[config.mk]
export PLATFORM = sky130hd
export DESIGN_NAME = data_memory_hs
export DESIGN_NICKNAME = d
export VERILOG_FILES = /design/src/rtl/dmem_pkg.sv /design/src/rtl/dmem_lane_align.sv /design/src/rtl/data_memory_hs.sv
export SDC_FILE = /design/constraint.sdc
export NUM_CORES = 2
export LEC_CHECK = 0
export ABC_AREA = 1
export ABC_CLOCK_PERIOD_IN_PS = 2500
export CAP_MARGIN = 5
export CORE_ASPECT_RATIO = 0.5
export CORE_MARGIN = 2
export CORE_UTILIZATION = 50
export CTS_CLUSTER_SIZE = 40
export DETAILED_ROUTE_END_ITERATION = 10
export PLACE_DENSITY_LB_ADDON = 0.2
export SYNTH_ARGS = -nofsm -noshare
export SYNTH_HDL_FRONTEND = slang
export SYNTH_SLANG_ARGS = --single-unit
[constraint.sdc]
create_clock -name clk -period 2.5 [get_ports clk]
set_input_delay 0.5 -clock clk [delete_from_list [all_inputs] [get_ports clk]]
set_output_delay 0.5 -clock clk [all_outputs]
set_load 0.05 [all_outputs]
[src/rtl/dmem_pkg.sv]
// Shared definitions for the handshaked data memory and its lane-alignment helper.
// No logic lives here: only funct3 encodings, the FSM state type and the word width.
package dmem_pkg;

  localparam int WORD_W = 32;

  localparam logic [2:0] F3_B  = 3'b000;
  localparam logic [2:0] F3_H  = 3'b001;
  localparam logic [2:0] F3_W  = 3'b010;
  localparam logic [2:0] F3_BU = 3'b100;
  localparam logic [2:0] F3_HU = 3'b101;

  typedef enum logic [1:0] {
    IDLE = 2'd0,
    WAIT = 2'd1,
    RESP = 2'd2
  } state_t;

endpackage

[src/rtl/dmem_lane_align.sv]
// Sub-word lane steering: byte enables, replicated store data, extended load data, misalign/illegal flag.
// Purely combinational (zero latency); it has no handshake, so it never applies backpressure.
module dmem_lane_align
  import dmem_pkg::*;
(
  input  logic [2:0]        funct3,
  input  logic [1:0]        lane,
  input  logic [WORD_W-1:0] wdata,
  input  logic [WORD_W-1:0] rdword,
  output logic [3:0]        byte_en,
  output logic [WORD_W-1:0] wword,
  output logic [WORD_W-1:0] rdata_ext,
  output logic              bad
);

  logic [WORD_W-1:0] shifted;

  always_comb begin
    shifted   = rdword >> {lane, 3'b000};
    byte_en   = 4'b0000;
    wword     = wdata;
    rdata_ext = '0;
    bad       = 1'b0;
    // Store data is replicated across lanes so the byte enables alone select the target bytes
    case (funct3)
      F3_B, F3_BU: begin
        byte_en   = 4'b0001 << lane;
        wword     = {4{wdata[7:0]}};
        rdata_ext = (funct3 == F3_B) ? {{24{shifted[7]}}, shifted[7:0]} : {24'b0, shifted[7:0]};
      end
      F3_H, F3_HU: begin
        bad       = lane[0];
        byte_en   = 4'b0011 << lane;
        wword     = {2{wdata[15:0]}};
        rdata_ext = (funct3 == F3_H) ? {{16{shifted[15]}}, shifted[15:0]} : {16'b0, shifted[15:0]};
      end
      F3_W: begin
        bad       = (lane != 2'b00);
        byte_en   = 4'b1111;
        rdata_ext = shifted;
      end
      default: bad = 1'b1;
    endcase
  end

endmodule

[src/rtl/data_memory_hs.sv]
// Word RAM with RISC-V sub-word access behind a valid/ready request/response handshake.
// Response 1+WAIT_STATES cycles after accept; one access in flight, req_ready low until the response is taken.
module data_memory_hs
  import dmem_pkg::*;
#(
  parameter int DEPTH_WORDS = 64,
  parameter int ADDR_W      = 32,
  parameter int WAIT_STATES = 0
) (
  input  logic              clk,
  input  logic              rst,
  input  logic              req_valid,
  output logic              req_ready,
  input  logic              req_write,
  input  logic [2:0]        req_funct3,
  input  logic [ADDR_W-1:0] req_addr,
  input  logic [WORD_W-1:0] req_wdata,
  output logic              rsp_valid,
  input  logic              rsp_ready,
  output logic [WORD_W-1:0] rsp_rdata,
  output logic              rsp_err
);

  localparam int IDX_W = $clog2(DEPTH_WORDS);

  state_t            state;
  logic [3:0]        wait_cnt;
  logic              cap_write;
  logic [2:0]        cap_funct3;
  logic [ADDR_W-1:0] cap_addr;
  logic [WORD_W-1:0] cap_wdata;
  logic [WORD_W-1:0] mem [DEPTH_WORDS];

  logic              accept;
  logic              exec;
  logic              ex_write;
  logic [2:0]        ex_funct3;
  logic [ADDR_W-1:0] ex_addr;
  logic [WORD_W-1:0] ex_wdata;
  logic [IDX_W-1:0]  ex_idx;
  logic              out_of_range;
  logic              err;
  logic [3:0]        byte_en;
  logic [WORD_W-1:0] wword;
  logic [WORD_W-1:0] rdata_ext;
  logic              bad;

  assign req_ready = (state == IDLE) && !rst;
  assign accept    = req_valid && req_ready;

  // With no wait states the access runs straight off the live request on the accept edge
  always_comb begin
    if (WAIT_STATES == 0) begin
      ex_write  = req_write;
      ex_funct3 = req_funct3;
      ex_addr   = req_addr;
      ex_wdata  = req_wdata;
      exec      = accept;
    end else begin
      ex_write  = cap_write;
      ex_funct3 = cap_funct3;
      ex_addr   = cap_addr;
      ex_wdata  = cap_wdata;
      exec      = (state == WAIT) && (wait_cnt == 4'd0);
    end
  end

  assign ex_idx       = ex_addr[IDX_W+1:2];
  assign out_of_range = |ex_addr[ADDR_W-1:IDX_W+2];
  assign err          = bad || out_of_range || (ex_write && ex_funct3[2]);

  dmem_lane_align u_align (
    .funct3    (ex_funct3),
    .lane      (ex_addr[1:0]),
    .wdata     (ex_wdata),
    .rdword    (mem[ex_idx]),
    .byte_en   (byte_en),
    .wword     (wword),
    .rdata_ext (rdata_ext),
    .bad       (bad)
  );

  always_ff @(posedge clk) begin
    if (rst) begin
      state      <= IDLE;
      wait_cnt   <= '0;
      rsp_valid  <= 1'b0;
      rsp_rdata  <= '0;
      rsp_err    <= 1'b0;
      cap_write  <= 1'b0;
      cap_funct3 <= '0;
      cap_addr   <= '0;
      cap_wdata  <= '0;
      for (int i = 0; i < DEPTH_WORDS; i++) mem[i] <= '0;
    end else begin
      case (state)
        IDLE: begin
          if (accept) begin
            if (WAIT_STATES == 0) begin
              state <= RESP;
            end else begin
              cap_write  <= req_write;
              cap_funct3 <= req_funct3;
              cap_addr   <= req_addr;
              cap_wdata  <= req_wdata;
              wait_cnt   <= 4'(WAIT_STATES - 1);
              state      <= WAIT;
            end
          end
        end
        WAIT: begin
          if (wait_cnt == 4'd0) state <= RESP;
          else                  wait_cnt <= wait_cnt - 4'd1;
        end
        RESP: begin
          if (rsp_ready) begin
            state     <= IDLE;
            rsp_valid <= 1'b0;
          end
        end
        default: state <= IDLE;
      endcase

      if (exec) begin
        rsp_valid <= 1'b1;
        rsp_err   <= err;
        rsp_rdata <= (err || ex_write) ? '0 : rdata_ext;
        if (!err && ex_write) begin
          for (int b = 0; b < 4; b++) begin
            if (byte_en[b]) mem[ex_idx][8*b +: 8] <= wword[8*b +: 8];
          end
        end
      end
    end
  end

endmodule

# == Word-level counts from Yosys, hierarchy flattened ==
# Memories as Yosys holds them, arrays and structs flattened.
# Cells that the tools add are included.
# Widths: inputs -> output; s select.
# totals
regBits,40
ram_bits,2048
memories,1
inputBits,72
# classes
n_eq_ne,9
n_mux,39
bitwise,1
reduce_logical,22
n_shift,3
add_sub_neg,1
# mem_list
memory,words,word_bits,read_ports,rd_clocked_by_memory_dff,wr,line_no,rtl
mem,64,32,1,0,64,data_memory_hs.sv:32,logic [WORD_W-1:0] mem [DEPTH_WORDS];
# op_table
cell,n
$mux 32,4
$pmux 32 s3,1
$pmux 32 s2,1
$reduce_or 32->1,1
$shr 32x5->32,1
$mux 1,25
$reduce_or 24->1,1
$pmux 4 s3,1
$eq 3x3->1 const B,2
$mux 2,3
$mux 6,1
$pmux 2 s3,1
$reduce_bool 2->1,3
$logic_and 1x1->1,4
$logic_not 4->1,1
$mux 4,1
$ne 2x2->1 const B,2
$reduce_and 2->1,2
$reduce_or 2->1,2
$shl 1x2->4 const A,1
$shl 2x2->4 const A,1
$sub 4x1->4 const B,1
$eq 3x1->1 const B,1
$eq 3x2->1 const B,1
10 further kinds,13

# == Depth between registers and ports, before layout ==
# logic_depth
depth_word,13
mapped_depth,21
depth_no_buf,17

# == Cells and area by module ==
# A second synthesis with hierarchy kept.
# unflattened
hier_cells,11767
hier_area_um2,100885.5
# by_module_without_submodules
mod,seq_area_each_um2,instances,area_each_um2,cells_each
data_memory_hs,62199.7,1,99525.5,11481
dmem_lane_align,0.0,1,1360.1,286

# == Worst setup path after synthesis ==
# Ideal clock, no wire load.
# synth_timing
path_kind,input port to flip-flop
start,input rst
end,memory mem[10][0] (enable)
path_stages,10
slack_ns,-0.728
arrival_time_ns,2.899
required_ns,2.171
cell_sequence,clkbuf_1 > nor2_1 > nand2_1 > inv_1 > nand3_1 > a21oi_1 > buf_2 > buf_2 > nand2_1 > nand2_1
# synth_lines
item,line_no,rtl
start: declaration,data_memory_hs.sv:11,"input logic rst,"
end: declaration,data_memory_hs.sv:32,

# == Final worst setup path ==
# layout_timing
start,input req_addr[2]
end,register rsp_rdata[5]
# layout_via
elab_chain_len,5
# layout_lines
item,line_no,rtl
start: declaration,data_memory_hs.sv:16,"input logic [ADDR_W-1:0] req_addr,"
$mem_v2 64x32 *,-,
$shr 32x5->32 *,dmem_lane_align.sv:19,"shifted = rdword >> {lane, 3'b000};"
"$mux 32, on equally long branches","dmem_lane_align.sv:35, dmem_lane_align.sv:29",
$pmux 32 s3 *,dmem_lane_align.sv:25,case (funct3)
$mux 32 *,data_memory_hs.sv:127,rsp_rdata <= (err || ex_write) ? '0 : rdata_ext;
end signal: assignment,data_memory_hs.sv:127,
end: declaration,data_memory_hs.sv:20,"output logic [WORD_W-1:0] rsp_rdata,"
# Every way passes the cells marked *; elsewhere a longest branch is shown, timed or not.
# A chain may end at the register's enable or synchronous reset.

==> impl_metrics.env <==
export IMPL_syn_area_per_cell_um2=9.41
export IMPL_row_count=113
export IMPL_clock_path_buffers=4
export IMPL_relSlewSlack=0.363
export IMPL_clk_latency_ns=0.87
export IMPL_synth_enable_flop_cells=2048
export IMPL_die_w_um=621
export IMPL_vias_per_cell=5.70
export IMPL_irDropWorstVdd_v=0.000613
export IMPL_cts_tree="yes"
export IMPL_synth_distinct_cells=44
export IMPL_synth_warning_count=0
export IMPL_core_mm2=0.189
export IMPL_track_usage=0.340
export IMPL_worstSetupPathType="in -> reg"
export IMPL_grt_pass1_wl_mm=482
export IMPL_io_pins=107
export IMPL_combinationalPowerShare=0.106
export IMPL_die_h_um=312
export IMPL_worst_pin_slew_ns=0.955
export IMPL_layout_drive_gt1_share=0.164
export IMPL_end_kind="flop"
export IMPL_p_clk_frac=0.381
export IMPL_start_util=0.502
export IMPL_clock_skew_ns=0.0492
export IMPL_syn2layout_area_growth_pct=23.5
export IMPL_r2r_slack_ns=-0.01
export IMPL_finalWeightedCongestion=1.04
export IMPL_setup_violations=12
export IMPL_synthCells=10100
export IMPL_swShare=0.248
export IMPL_power_density_mw_per_mm2=662
export IMPL_clkSinkCount=2083
export IMPL_p_switching_uw=19200
export IMPL_seqPwrFrac=0.513
export IMPL_layout_common_cells="nand2_1 (3,449), nor2_1 (2,305), edfxtp_1 (2,048)"
export IMPL_numCtsBuffers=192
export IMPL_synth_nets=10200
export IMPL_grt_start_max_net_pins=65
export IMPL_synth_seq_cells=2083
export IMPL_worstHoldPathType="in -> reg"
export IMPL_final_common_cell="nand2_1"
export IMPL_htree_num_levels=4
export IMPL_p_leak_uw=0.0485
export IMPL_outcome="finished, violations left"
export IMPL_wl_mm=334
export IMPL_fillCellCount=15400
export IMPL_synth_compound_area_frac=0.0511
export IMPL_cp_required_ns=3.20
export IMPL_fin_setup_tns_ns=-0.228
export IMPL_synthMuxAreaShare=0
export IMPL_violations="negative setup slack"
export IMPL_gr_total_overflow=0
export IMPL_intPower_uw=58400
export IMPL_dieArea_mm2=0.194
export IMPL_drc=0
export IMPL_dp_hpwl_mm=237
export IMPL_synth_seq_area_share=0.655
export IMPL_syn_area_mm2=0.0950
export IMPL_drv_slew=0
export IMPL_nets=11100
export IMPL_seq_area_mm2=0.0622
export IMPL_detail_route_iter0_violations=11500
export IMPL_synth_area_leaders="edfxtp_1 (65%), nand2_1 (14%), nor2_1 (9.1%), a21oi_1 (2.7%), o21ai_0 (1.4%)"
export IMPL_fin_crit_sh=1.02
export IMPL_post_route_min_period_ns=2.56
export IMPL_root_buffer="clkbuf_16"
export IMPL_synthSimpleGateAreaFrac=0.254
export IMPL_final_hold_violation_count=0
export IMPL_async_flop_share=0
export IMPL_critical_path_startpoint_type="input pin"
export IMPL_synthAdderAreaFrac=0
export IMPL_portBuffers=106
export IMPL_hold_ws_ns=0.276
export IMPL_synth_xor_area_frac=0
export IMPL_synthFlopType="edfxtp_1"
export IMPL_detail_route_wl_per_cell_um=24.4
export IMPL_cap_violations=0
export IMPL_drtPass1Iterations=7
export IMPL_grt_pass1_vias=73100
export IMPL_power_uw=77600
export IMPL_synth_top_area_frac=0.647
export IMPL_multi_input_area_mm2=0.0302
export IMPL_synth_top_cell_by_area="edfxtp_1"
export IMPL_synth_top_family_by_area="simple AND/OR/NAND/NOR gates"
export IMPL_fmax_mhz=391
export IMPL_final_antenna_net_count=0
export IMPL_worst_path_max_fanout=14
export IMPL_clk_pin_slew_ns=0.07
export IMPL_critPathArrivalTime_ns=3.26
export IMPL_antenna_found_initial=23
export IMPL_vias=78100
export IMPL_worst_slack_ns=-0.0562
[state kept, by name, summed over array words and instances, names as in the netlist]
register and flops:
rsp_err 1, rsp_rdata 32, state 1, rsp_valid 1, mem 2048
[power by group through the flow]
stage / logic (µW) / clock network (µW) / registers, µW
2_1_floorplan: 3570 / 0 / 40500
3_3_place_gp: 7900 / 0 / 40600
3_5_place_dp: 7950 / 0 / 40600
4_1_cts: 7990 / 29600 / 39800
5_1_grt: 8620 / 30900 / 39900
6_report: 8250 / 29500 / 39800
[synth_stat cells, types with 4 or more instances]
cell       instances
nor2_2             7
a22oi_1           53
or2_1              9
nor4_1             6
buf_1             26
nor2_4             6
o21ai_0          268
buf_4             50
nand4_1           63
edfxtp_1        2048
clkbuf_1         301
buf_2            247
o211ai_1          16
or2_2             26
nor3_2             8
nand2_2           32
nor2_1          2316
o21ai_1           54
buf_6             11
o2111ai_1          7
a21oi_1          514
inv_1            188
dfxtp_1           35
inv_2             19
nand2_4            4
nand3_1          166
nand2_1         3596
[final timing paths]
path | from | to | cells after the start
setup / recovery | req_addr[2] | rsp_rdata[5] | 20
hold / removal | rsp_ready | state[1] | 2
setup reg to reg | mem[4][15] | rsp_rdata[25] | 14
hold reg to reg | rsp_valid | rsp_valid | 2
[timing repair]
item                                    CTS  global route
gates resized for setup                  43            55
buffers inserted                          0             2
endpoints found under the setup margin   60           932
hold buffers                              0             0
cloned                                    0             4
pin swaps                                 0            20
hold endpoints to repair                  0             0
[metal layers]
layer / wire, µm / vias to the layer above / track usage
met5: 367 / - / 0
met4: 12400 / 26 / 0.115
met3: 47600 / 700 / 0.0956
met2: 145000 / 4855 / 0.503
met1: 129000 / 37500 / 0.484
li1: - / 35100 / -
[layout make-up]
type,count,area share
sequential,2083,0.530
multi-input combinational,7169,0.258
timing repair buffer,1357,0.127
clock buffer,239,0.0435
tap,2530,0.0270
clock inverter,102,0.00764
inverter,213,0.00719
antenna,7,0.000149
[worst max-delay path: stages]
cell	delay [ns]
buf_8	0.13
buf_12	0.18
buf_4	0.22
buf_4	0.16
buf_12	0.14
nand2_1	0.05
nand2_1	0.05
nand2_1	0.05
nand2_1	0.06
nand2_1	0.05
nand2_1	0.11
nand2_1	0.23
nand2_1	0.19
buf_12	0.16
nor2_1	0.22
nand2_1	0.14
o21ai_1	0.28
nor2_1	0.14
nand2_1	0.08
a21oi_1	0.05
[logic make-up (layout without fill, tap and decap cells)]
kind of cell	after synthesis	count (layout)
AOI/OAI and AO/OA	923	923
DFF	2083	2083
other	0	7
buffers and inverters	850	1911
and+or+nand+nor	6246	6246
[per-stage QoR]
stage	instances	util	instance area, µm²	worst slack, ns
2_1_floorplan	10100	-	95700	-0.146
5_1_grt	13700	0.620	117000	-0.0937
6_report	13700	0.620	117000	-0.0562
3_5_place_dp	13300	0.586	111000	-0.915
4_1_cts	13700	0.618	117000	0.000214
3_3_place_gp	13300	0.586	111000	-0.907
Note: power is estimated with default switching activity, not from simulation.
